==> src/rtl/int_ctrl_pkg.sv <==
// Shared types and default widths for the nested interrupt controller.
// State codes and the id/level widths of the default configuration.
package int_ctrl_pkg;

  typedef enum logic {
    IDLE = 1'b0,
    REQ  = 1'b1
  } state_e;

  localparam int N_IRQ_DEF      = 8;
  localparam int NEST_DEPTH_DEF = 4;
  localparam int IRQ_ID_W       = $clog2(N_IRQ_DEF);
  localparam int NEST_W         = $clog2(NEST_DEPTH_DEF) + 1;

endpackage

==> src/rtl/int_ctrl_nested_isr_stack.sv <==
// LIFO of in-service interrupt ids.
// A pop and a push in the same cycle replace the top entry.
module isr_stack
  import int_ctrl_pkg::*;
#(
  parameter int DEPTH = NEST_DEPTH_DEF,
  parameter int ID_W  = IRQ_ID_W,
  parameter int CNT_W = NEST_W
) (
  input  logic            clk,
  input  logic            rst_n,
  input  logic            push,
  input  logic            pop,
  input  logic [ID_W-1:0] push_id,
  output logic [ID_W-1:0] top_id,
  output logic [CNT_W-1:0] count,
  output logic            empty,
  output logic            full
);

  logic [ID_W-1:0]  mem_q [DEPTH];
  logic [ID_W-1:0]  mem_d [DEPTH];
  logic [CNT_W-1:0] cnt_q;
  logic [CNT_W-1:0] cnt_d;
  logic [CNT_W-1:0] wr_idx;
  logic             do_pop;
  logic             do_push;

  assign empty = (cnt_q == '0);
  assign full  = (cnt_q == CNT_W'(DEPTH));
  assign count = cnt_q;

  always_comb begin
    mem_d   = mem_q;
    cnt_d   = cnt_q;
    do_pop  = pop && !empty;
    do_push = push && (!full || do_pop);
    wr_idx  = do_pop ? cnt_q - 1'b1 : cnt_q;
    if (do_push) begin
      for (int i = 0; i < DEPTH; i++) begin
        if (CNT_W'(i) == wr_idx) mem_d[i] = push_id;
      end
    end
    unique case ({do_push, do_pop})
      2'b10:   cnt_d = cnt_q + 1'b1;
      2'b01:   cnt_d = cnt_q - 1'b1;
      default: cnt_d = cnt_q;
    endcase
  end

  always_comb begin
    top_id = '0;
    for (int i = 0; i < DEPTH; i++) begin
      if (CNT_W'(i + 1) == cnt_q) top_id = mem_q[i];
    end
  end

  always_ff @(posedge clk or negedge rst_n) begin
    if (!rst_n) begin
      cnt_q <= '0;
      for (int i = 0; i < DEPTH; i++) mem_q[i] <= '0;
    end else begin
      cnt_q <= cnt_d;
      for (int i = 0; i < DEPTH; i++) mem_q[i] <= mem_d[i];
    end
  end

endmodule

==> src/rtl/int_ctrl_nested.sv <==
// Vectored interrupt controller with edge capture, masking,
// fixed priority and nested servicing via an in-service stack.
module int_ctrl_nested
  import int_ctrl_pkg::*;
#(
  parameter int                N_IRQ      = N_IRQ_DEF,
  parameter int                ADDR_W     = 16,
  parameter logic [ADDR_W-1:0] VEC_BASE   = 16'h0F00,
  parameter int                VEC_STRIDE = 4,
  parameter int                NEST_DEPTH = NEST_DEPTH_DEF,
  localparam int               ID_W       = $clog2(N_IRQ),
  localparam int               LVL_W      = $clog2(NEST_DEPTH) + 1
) (
  input  logic              clk,
  input  logic              reset,
  input  logic [N_IRQ-1:0]  int_e,
  input  logic              mask_we,
  input  logic [N_IRQ-1:0]  mask_din,
  output logic [N_IRQ-1:0]  mask_q,
  output logic              irq_req,
  output logic [ADDR_W-1:0] irq_vec,
  output logic [ID_W-1:0]   irq_id,
  input  logic              irq_ack,
  input  logic              reti,
  output logic [LVL_W-1:0]  nest_lvl,
  output logic              err_uflow
);

  state_e            state_q, state_d;
  logic [N_IRQ-1:0]  prev_q;
  logic [N_IRQ-1:0]  pend_q, pend_d;
  logic [N_IRQ-1:0]  mask_d;
  logic [ID_W-1:0]   id_q, id_d;
  logic [ADDR_W-1:0] vec_q, vec_d;
  logic              err_q, err_d;
  logic [N_IRQ-1:0]  elig;
  logic              win_vld;
  logic [ID_W-1:0]   win_id;
  logic              accept;
  logic              take;
  logic [ID_W-1:0]   top_id;
  logic              stk_empty;
  logic              stk_full;

  assign elig = pend_q & mask_q;

  always_comb begin
    win_vld = 1'b0;
    win_id  = '0;
    for (int i = N_IRQ - 1; i >= 0; i--) begin
      if (elig[i]) begin
        win_vld = 1'b1;
        win_id  = ID_W'(i);
      end
    end
  end

  // Only strictly higher priority than the running handler may preempt.
  assign accept = win_vld && !stk_full &&
                  (stk_empty || (win_id < top_id));
  assign take   = (state_q == REQ) && irq_ack;

  always_comb begin
    state_d = state_q;
    id_d    = id_q;
    vec_d   = vec_q;
    unique case (1'b1)
      (state_q == IDLE): begin
        if (accept) begin
          state_d = REQ;
          id_d    = win_id;
          vec_d   = VEC_BASE +
                    ADDR_W'(win_id) * ADDR_W'(VEC_STRIDE);
        end
      end
      (state_q == REQ): begin
        if (irq_ack) state_d = IDLE;
      end
      default: state_d = IDLE;
    endcase
  end

  // A fresh edge wins over a same-cycle clear by ack.
  always_comb begin
    pend_d = pend_q;
    for (int i = 0; i < N_IRQ; i++) begin
      if (take && (id_q == ID_W'(i))) pend_d[i] = 1'b0;
    end
    pend_d = pend_d | (int_e & ~prev_q);
  end

  assign mask_d = mask_we ? mask_din : mask_q;
  assign err_d  = err_q | (reti && stk_empty);

  isr_stack #(
    .DEPTH (NEST_DEPTH),
    .ID_W  (ID_W),
    .CNT_W (LVL_W)
  ) u_stack (
    .clk     (clk),
    .rst_n   (reset),
    .push    (take),
    .pop     (reti),
    .push_id (id_q),
    .top_id  (top_id),
    .count   (nest_lvl),
    .empty   (stk_empty),
    .full    (stk_full)
  );

  always_ff @(posedge clk or negedge reset) begin
    if (!reset) begin
      state_q <= IDLE;
      prev_q  <= '0;
      pend_q  <= '0;
      mask_q  <= '0;
      id_q    <= '0;
      vec_q   <= '0;
      err_q   <= 1'b0;
    end else begin
      state_q <= state_d;
      prev_q  <= int_e;
      pend_q  <= pend_d;
      mask_q  <= mask_d;
      id_q    <= id_d;
      vec_q   <= vec_d;
      err_q   <= err_d;
    end
  end

  assign irq_req   = (state_q == REQ);
  assign irq_id    = id_q;
  assign irq_vec   = vec_q;
  assign err_uflow = err_q;

endmodule
==> config.mk <==
export PLATFORM = sky130hd
export DESIGN_NAME = int_ctrl_nested
export DESIGN_NICKNAME = d
export VERILOG_FILES = /design/src/rtl/int_ctrl_pkg.sv /design/src/rtl/int_ctrl_nested_isr_stack.sv /design/src/rtl/int_ctrl_nested.sv
export SDC_FILE = /design/constraint.sdc
export NUM_CORES = 1
export LEC_CHECK = 0
export CORE_AREA = 3 3 77 79
export CTS_CLUSTER_DIAMETER = 80
export DETAILED_ROUTE_END_ITERATION = 8
export DIE_AREA = 0 0 80 82
export PLACE_DENSITY = 0.75
export REMOVE_ABC_BUFFERS = 1
export SLEW_MARGIN = 20
export SYNTH_ARGS = -nofsm -noshare
export SYNTH_HDL_FRONTEND = slang
export SYNTH_HIERARCHICAL = 1
export SYNTH_SLANG_ARGS = --single-unit
export TNS_END_PERCENT = 1
==> constraint.sdc <==
create_clock -name clk -period 2.64 [get_ports clk]
set_input_delay 0.528 -clock clk [delete_from_list [all_inputs] [get_ports clk]]
set_output_delay 0.528 -clock clk [all_outputs]
set_load 0.02 [all_outputs]
==> results.toml, run 1 <==
[outcome]
status = "finished clean"

[routing]
ant_nets = 0
drt_wl_total_um = 5131
via_per_inst = 5.108
drt_iter0_drc = 136
route.detailed.drc = 0
drt_first_pass_iters = 4
post_drt_wl_per_cell_um = 15.00
vias = 1747

[timing]
setup_violations = 0
min_period_ns = 2.580
slew_headroom_pct = 64.28
rsz0062_at_grt = "true"
hold_slack_ns = 0.1990
finClkSkew_ns = 0.01187
hold_viol = 0
maxSlewViolCount = 0
tightest_slew_ns = 0.5358
setup_tns_ns = 0
timing.final.crit_share_pct = 97.74
max_freq_mhz = 387.5

[synth]
synth_top_area_share_pct = 48.05
synth_flop_cell = "dfrtp_1"
synth_seq_cells = 45
syn-cell-area_um2 = 2343
synth_area_per_cell_um2 = 11.00
synth_cell_types = 41
synth-edff-count = 0
yosysSeqAreaShare_pct = 48.05
yosys_warnings = 6
syn-instance-count = 213
synth_area_leader_cell = "dfrtp_1"
synthArstFlopShare_pct = 100.0
synth_area_leaders = "dfrtp_1 48%, mux2_2 6.7%, buf_4 5.1%, ha_1 4.8%, mux2_1 3.8%"

[setup_path]
crit_path_end_kind = "register"
path_max_fanout = 4
reg2reg_depth = 13
r2r-start = "u_stack/count[1]"
cp.required_ns = 2.82
reg2reg_to = "irq_vec[4]"
cp_data_arrival_time_ns = 2.76
critPathKind = "reg2reg"
r2r_slack_ns = 0.06
worst_setup_path_start_kind = "register"

[job]
cap_viol_max_count = 0

[placed_design]
place_congestion = 0.8099
port_buffers = 43
dp_hpwl_um = 3741

[cells_and_area]
layout-drive-gt1-share_pct = 24.07
nets = 299
antenna-diode-count = 0
final_util_pct = 56.85
area_growth_pct = 31.13
final_common_cell = "dfrtp_1"
final_cell_mix = "45 x dfrtp_1, 42 x clkdlybuf4s50_1, 17 x o21ai_0"
num-fill-cells = 448

[floorplanning]
dieArea_um2 = 6560
start_util_pct = 43.36
num_io_pins = 53
core_um2 = 5405
rows = 27
fp.dieW_um = 80
die_y_um = 82

[grt]
grt_max_degree = 24
antenna_found_initial = 0
gr-total-overflow = 0
grt_pass1_wl_um = 8349
grt_use_total_pct = 16.40
grt_pass1_vias = 1711

[cts]
clk_path_buf_depth = 2
postCtsHoldBufs = 0
insertion_delay_ns = 0.30
cts_buffers = 5
cts_tree = "yes"
cts-root-buf = "clkbuf_8"
clkSinkCount = 45
cts.reportedPaths.clkPinSlew_ns = 0.09
h-tree-depth = 2

[worst_hold_path]
hp-class = "in2async"

[pwr]
leakagePower_uw = 0.001325
ir_worst_vdd_mv = 0.4596
power_density_nw_per_um2 = 1051
## final cells by class
type / count / area [µm²] / area share (%)
tap: 72 / 90.09 / 2.932
inverter: 17 / 63.81 / 2.077
timing repair buffer: 59 / 549.3 / 17.87
sequential: 45 / 1126 / 36.64
clock inverter: 2 / 16.27 / 0.5293
multi-input combinational: 141 / 1145 / 37.26
clock buffer: 6 / 82.58 / 2.687
## synthesized netlist by cell type (2+ instances only)
cell	number
xnor2_1	2
mux2_1	8
nand2_1	15
a22oi_1	2
mux2_2	14
o21ai_0	17
dfrtp_1	45
and2_1	3
a221o_1	3
ha_1	9
a22o_1	2
o21ai_2	3
a21oi_1	8
buf_4	16
nor2b_1	8
a221oi_1	3
inv_1	17
o22ai_1	3
nor3_1	4
o31ai_1	2
nand2b_1	7
a31oi_1	3
## report_power, final
part	internal [µW]	total (µW)	leakage, µW	switching (µW)
Clock	216	461	0.0000478	245
Sequential	868	1060	0.000520	189
Combinational	883	1710	0.000757	828
## critical path, cell delays in order (launching register included)
cell	delay, ns
dfrtp_1	0.41
inv_2	0.05
ha_2	0.18
nor2b_4	0.13
a221oi_2	0.25
nor3_2	0.05
a221o_1	0.28
inv_2	0.07
ha_4	0.20
nand2_2	0.06
nand3b_1	0.10
a211oi_2	0.25
o21ai_2	0.12
mux2_4	0.32
## layer usage
metal	vias to the layer above	track usage (%)	share of wire, %
li1	843	-	-
met1	859	21.60	45
met2	38	27.73	50
met3	7	2.632	3.6
met4	0	5.068	1.5
met5	-	0	0
## per-stage QoR
stage | power [µW] | instances | instance area [µm²] | setup WS, ns
CTS | 3031 | 339 | 2968 | 0.02708
finish | 3229 | 342 | 3073 | 0.05955
detailed placement | 2543 | 331 | 2858 | -0.08323
floorplan | 1944 | 203 | 2245 | -0.1151
global placement | 2496 | 331 | 2858 | 0.03608
global route | 3463 | 342 | 3073 | -0.06670
## state kept, by name, indices dropped and copies added, names as in the netlist
name and flops:
pend_q 8, u_stack/mem_q 12, mask_q 8, u_stack/count 3, irq_vec 2, irq_id 2
irq_req 1, err_uflow 1, prev_q 8
## kinds of logic after synthesis
kind of cell | share of synthesized area (%)
mux | 10.57
compound gates | 16.07
other cells | 0.1600
fa+ha+maj | 4.805
buf+inv | 8.222
simple gates | 11.37
flops | 48.05
xor+xnor | 0.7476
## timing repair
item / CTS / global route
setup endpoints to repair: 2 / 2
setup buffers: 0 / 3
hold endpoints to repair: 0 / 0
pin swaps: 2 / 7
resized for setup: 3 / 20
## worst max-delay path by stage
stage / startpoint / to / cells past startpoint
after CTS: u_stack/count[0] / irq_vec[4] / 12
after global placement: u_stack/count[0] / irq_id[1] / 12
after global routing: u_stack/count[1] / irq_vec[4] / 13
after detailed placement: u_stack/count[0] / irq_vec[4] / 12
after floorplan: u_stack/count[2] / irq_id[1] / 12
final: u_stack/count[1] / irq_vec[4] / 13
(Power assumes the default switching activity.)
==> run 2: changes to the inputs <==
Settings changed: CELL_PAD_IN_SITES_DETAIL_PLACEMENT set to 1, CELL_PAD_IN_SITES_GLOBAL_PLACEMENT set to 1, CORE_AREA 3 3 77 79 to 3 3 86 88, DIE_AREA 0 0 80 82 to 0 0 89 91, PLACE_DENSITY 0.75 to 0.76.
==> results.toml, run 2 (synthesis results as in run 1) <==
[setup_path]
r2r-start = "u_stack/count[1]"
cp_data_arrival_time_ns = 2.84
path_depth = 13
startpoint = "u_stack/count[1]"
path_max_fanout = 4
slowest_delay_ns = 0.45
path_common_cell = "inv_2"
critPathKind = "reg2reg"
cp_slowest_cell = "dfrtp_1"
critPathTopFamily = "compound AO/OA/AOI/OAI gates"
worst_setup_path_start_kind = "register"
cp.required_ns = 2.84
cp_num_buf_inv = 2
crit_path_end_kind = "register"
crit_chain = "inv_2, ha_2, nor2b_4, a221oi_2, nor3_2, a221o_1, inv_2, ha_4, nand2_2, nand3b_1, a211oi_2, o21ai_2, mux2_4"
reg2reg_depth = 13

[grt]
grt_use_total_pct = 14.78
grt_pass1_vias = 1924
grt_max_degree = 46
grt_pass1_wl_um = 9328
gr-total-overflow = 0
antenna_found_initial = 0

[cells_and_area]
num-fill-cells = 733
regArea_um2 = 1126
final_common_cell = "dfrtp_1"
nets = 298
largest_reg_flops = 12
largest_register = "u_stack/mem_q"
final_cell_mix = "45 x dfrtp_1, 42 x clkdlybuf4s50_1, 17 x o21ai_0"
multi_input_area_um2 = 1144
area_growth_pct = 32.03
stdcell_count = 349
layout-drive-gt1-share_pct = 23.42
antenna-diode-count = 0

[placed_design]
port_buffers = 43
pre_cts_slack_ns = -0.1346
dp_hpwl_um = 4193
place_congestion = 0.8100
dp_cells = 338

[routing]
route.detailed.drc = 0
drt_first_pass_iters = 4
ant_nets = 0
post_drt_wl_per_cell_um = 16.35
drt_iter0_drc = 55
drt_wl_total_um = 5706
via_per_inst = 5.040
vias = 1759

[timing]
max_freq_mhz = 378.8
setup_violations = 1
hold_viol = 0
timing.final.crit_share_pct = 100.0
rsz0062_at_grt = "true"
slew_headroom_pct = 60.94
maxSlewViolCount = 0
tightest_slew_ns = 0.5859
finClkSkew_ns = 0.009725
min_period_ns = 2.640
setup_ws_ns = -0.0002021

[cts]
cts_buffers = 5
h-tree-depth = 2
insertion_delay_ns = 0.31
clkSinkCount = 45
clk_path_buf_depth = 2
cts-root-buf = "clkbuf_8"
cts_tree = "yes"
cts.reportedPaths.clkPinSlew_ns = 0.09

[pwr]
p_sw_uw = 1306
switching_share_pct = 39.07
seqPwrFrac_pct = 32.4
leakagePower_uw = 0.001331
p_clk_share_pct = 16.6
power_density_nw_per_um2 = 1081
ir_worst_vdd_mv = 0.3147
p_comb_share_pct = 51.0
p_int_uw = 2037

[floorplanning]
num_io_pins = 53
core_um2 = 6719
die_y_um = 91
start_util_pct = 34.88
dieArea_um2 = 8099
rows = 30
fp.dieW_um = 89

[job]
cap_viol_max_count = 0

[outcome]
status = "finished with violations"
failed_checks = "negative setup slack"

[worst_hold_path]
hp-class = "in2async"
==> run 2: per-stage QoR <==
stage	util (%)	total power [µW]	TNS [ns]	instance area, µm²	hold slack (ns)
2_1_floorplan	-	1944	-0.2303	2245	0.2324
3_3_place_gp	42.57	2507	0	2860	0.4040
3_5_place_dp	42.57	2566	-0.2686	2860	0.4099
4_1_cts	45.08	3204	0	3029	0.3165
5_1_grt	46.05	3570	-0.1977	3094	0.3453
6_report	46.05	3344	-0.0002021	3094	0.2990
==> run 2: power groups by stage <==
stage / combinational [µW] / sequential (µW) / clock, µW
after floorplan: 804 / 1140 / 0
after global placement: 1440 / 1070 / 0
after detailed placement: 1490 / 1080 / 0
after CTS: 1560 / 1070 / 571
after global routing: 1860 / 1110 / 597
final: 1710 / 1080 / 555
==> run 2: layer usage <==
metal / part of all wire, % / GRT usage [%] / wire length, µm
met1: 45 / 18.84 / 2567
met2: 51 / 24.63 / 2886
met3: 2.7 / 2.904 / 154
met4: 1.7 / 5.087 / 97
met5: 0 / 0 / 0
==> run 2: repair_timing <==
| item | in CTS | in global routing |
|---|---|---|
| pin swaps | 5 | 5 |
| hold buffers | 0 | 0 |
| gates resized for setup | 8 | 14 |
| setup endpoints to repair | 4 | 5 |
| setup buffers | 2 | 1 |
==> run 2: final timing paths <==
| path | to | slack [ns] |
|---|---|---|
| max | irq_vec[4] | -0.0002 |
| min | err_uflow | 0.30 |
| max reg2reg | irq_vec[4] | -0.0002 |
| min reg2reg | pend_q[5] | 0.42 |
| max in group asynchronous | u_stack/count[0] | 1.94 |
| min in group clk | pend_q[5] | 0.42 |
==> run 2: layout make-up <==
class	instances	area share [%]
multi-input cells	141	36.96
clock buffers	5	2.224
flip-flops and latches	45	36.39
clock inverters	3	1.617
well taps	80	3.235
inverters	17	2.062
repair buffers	58	17.51
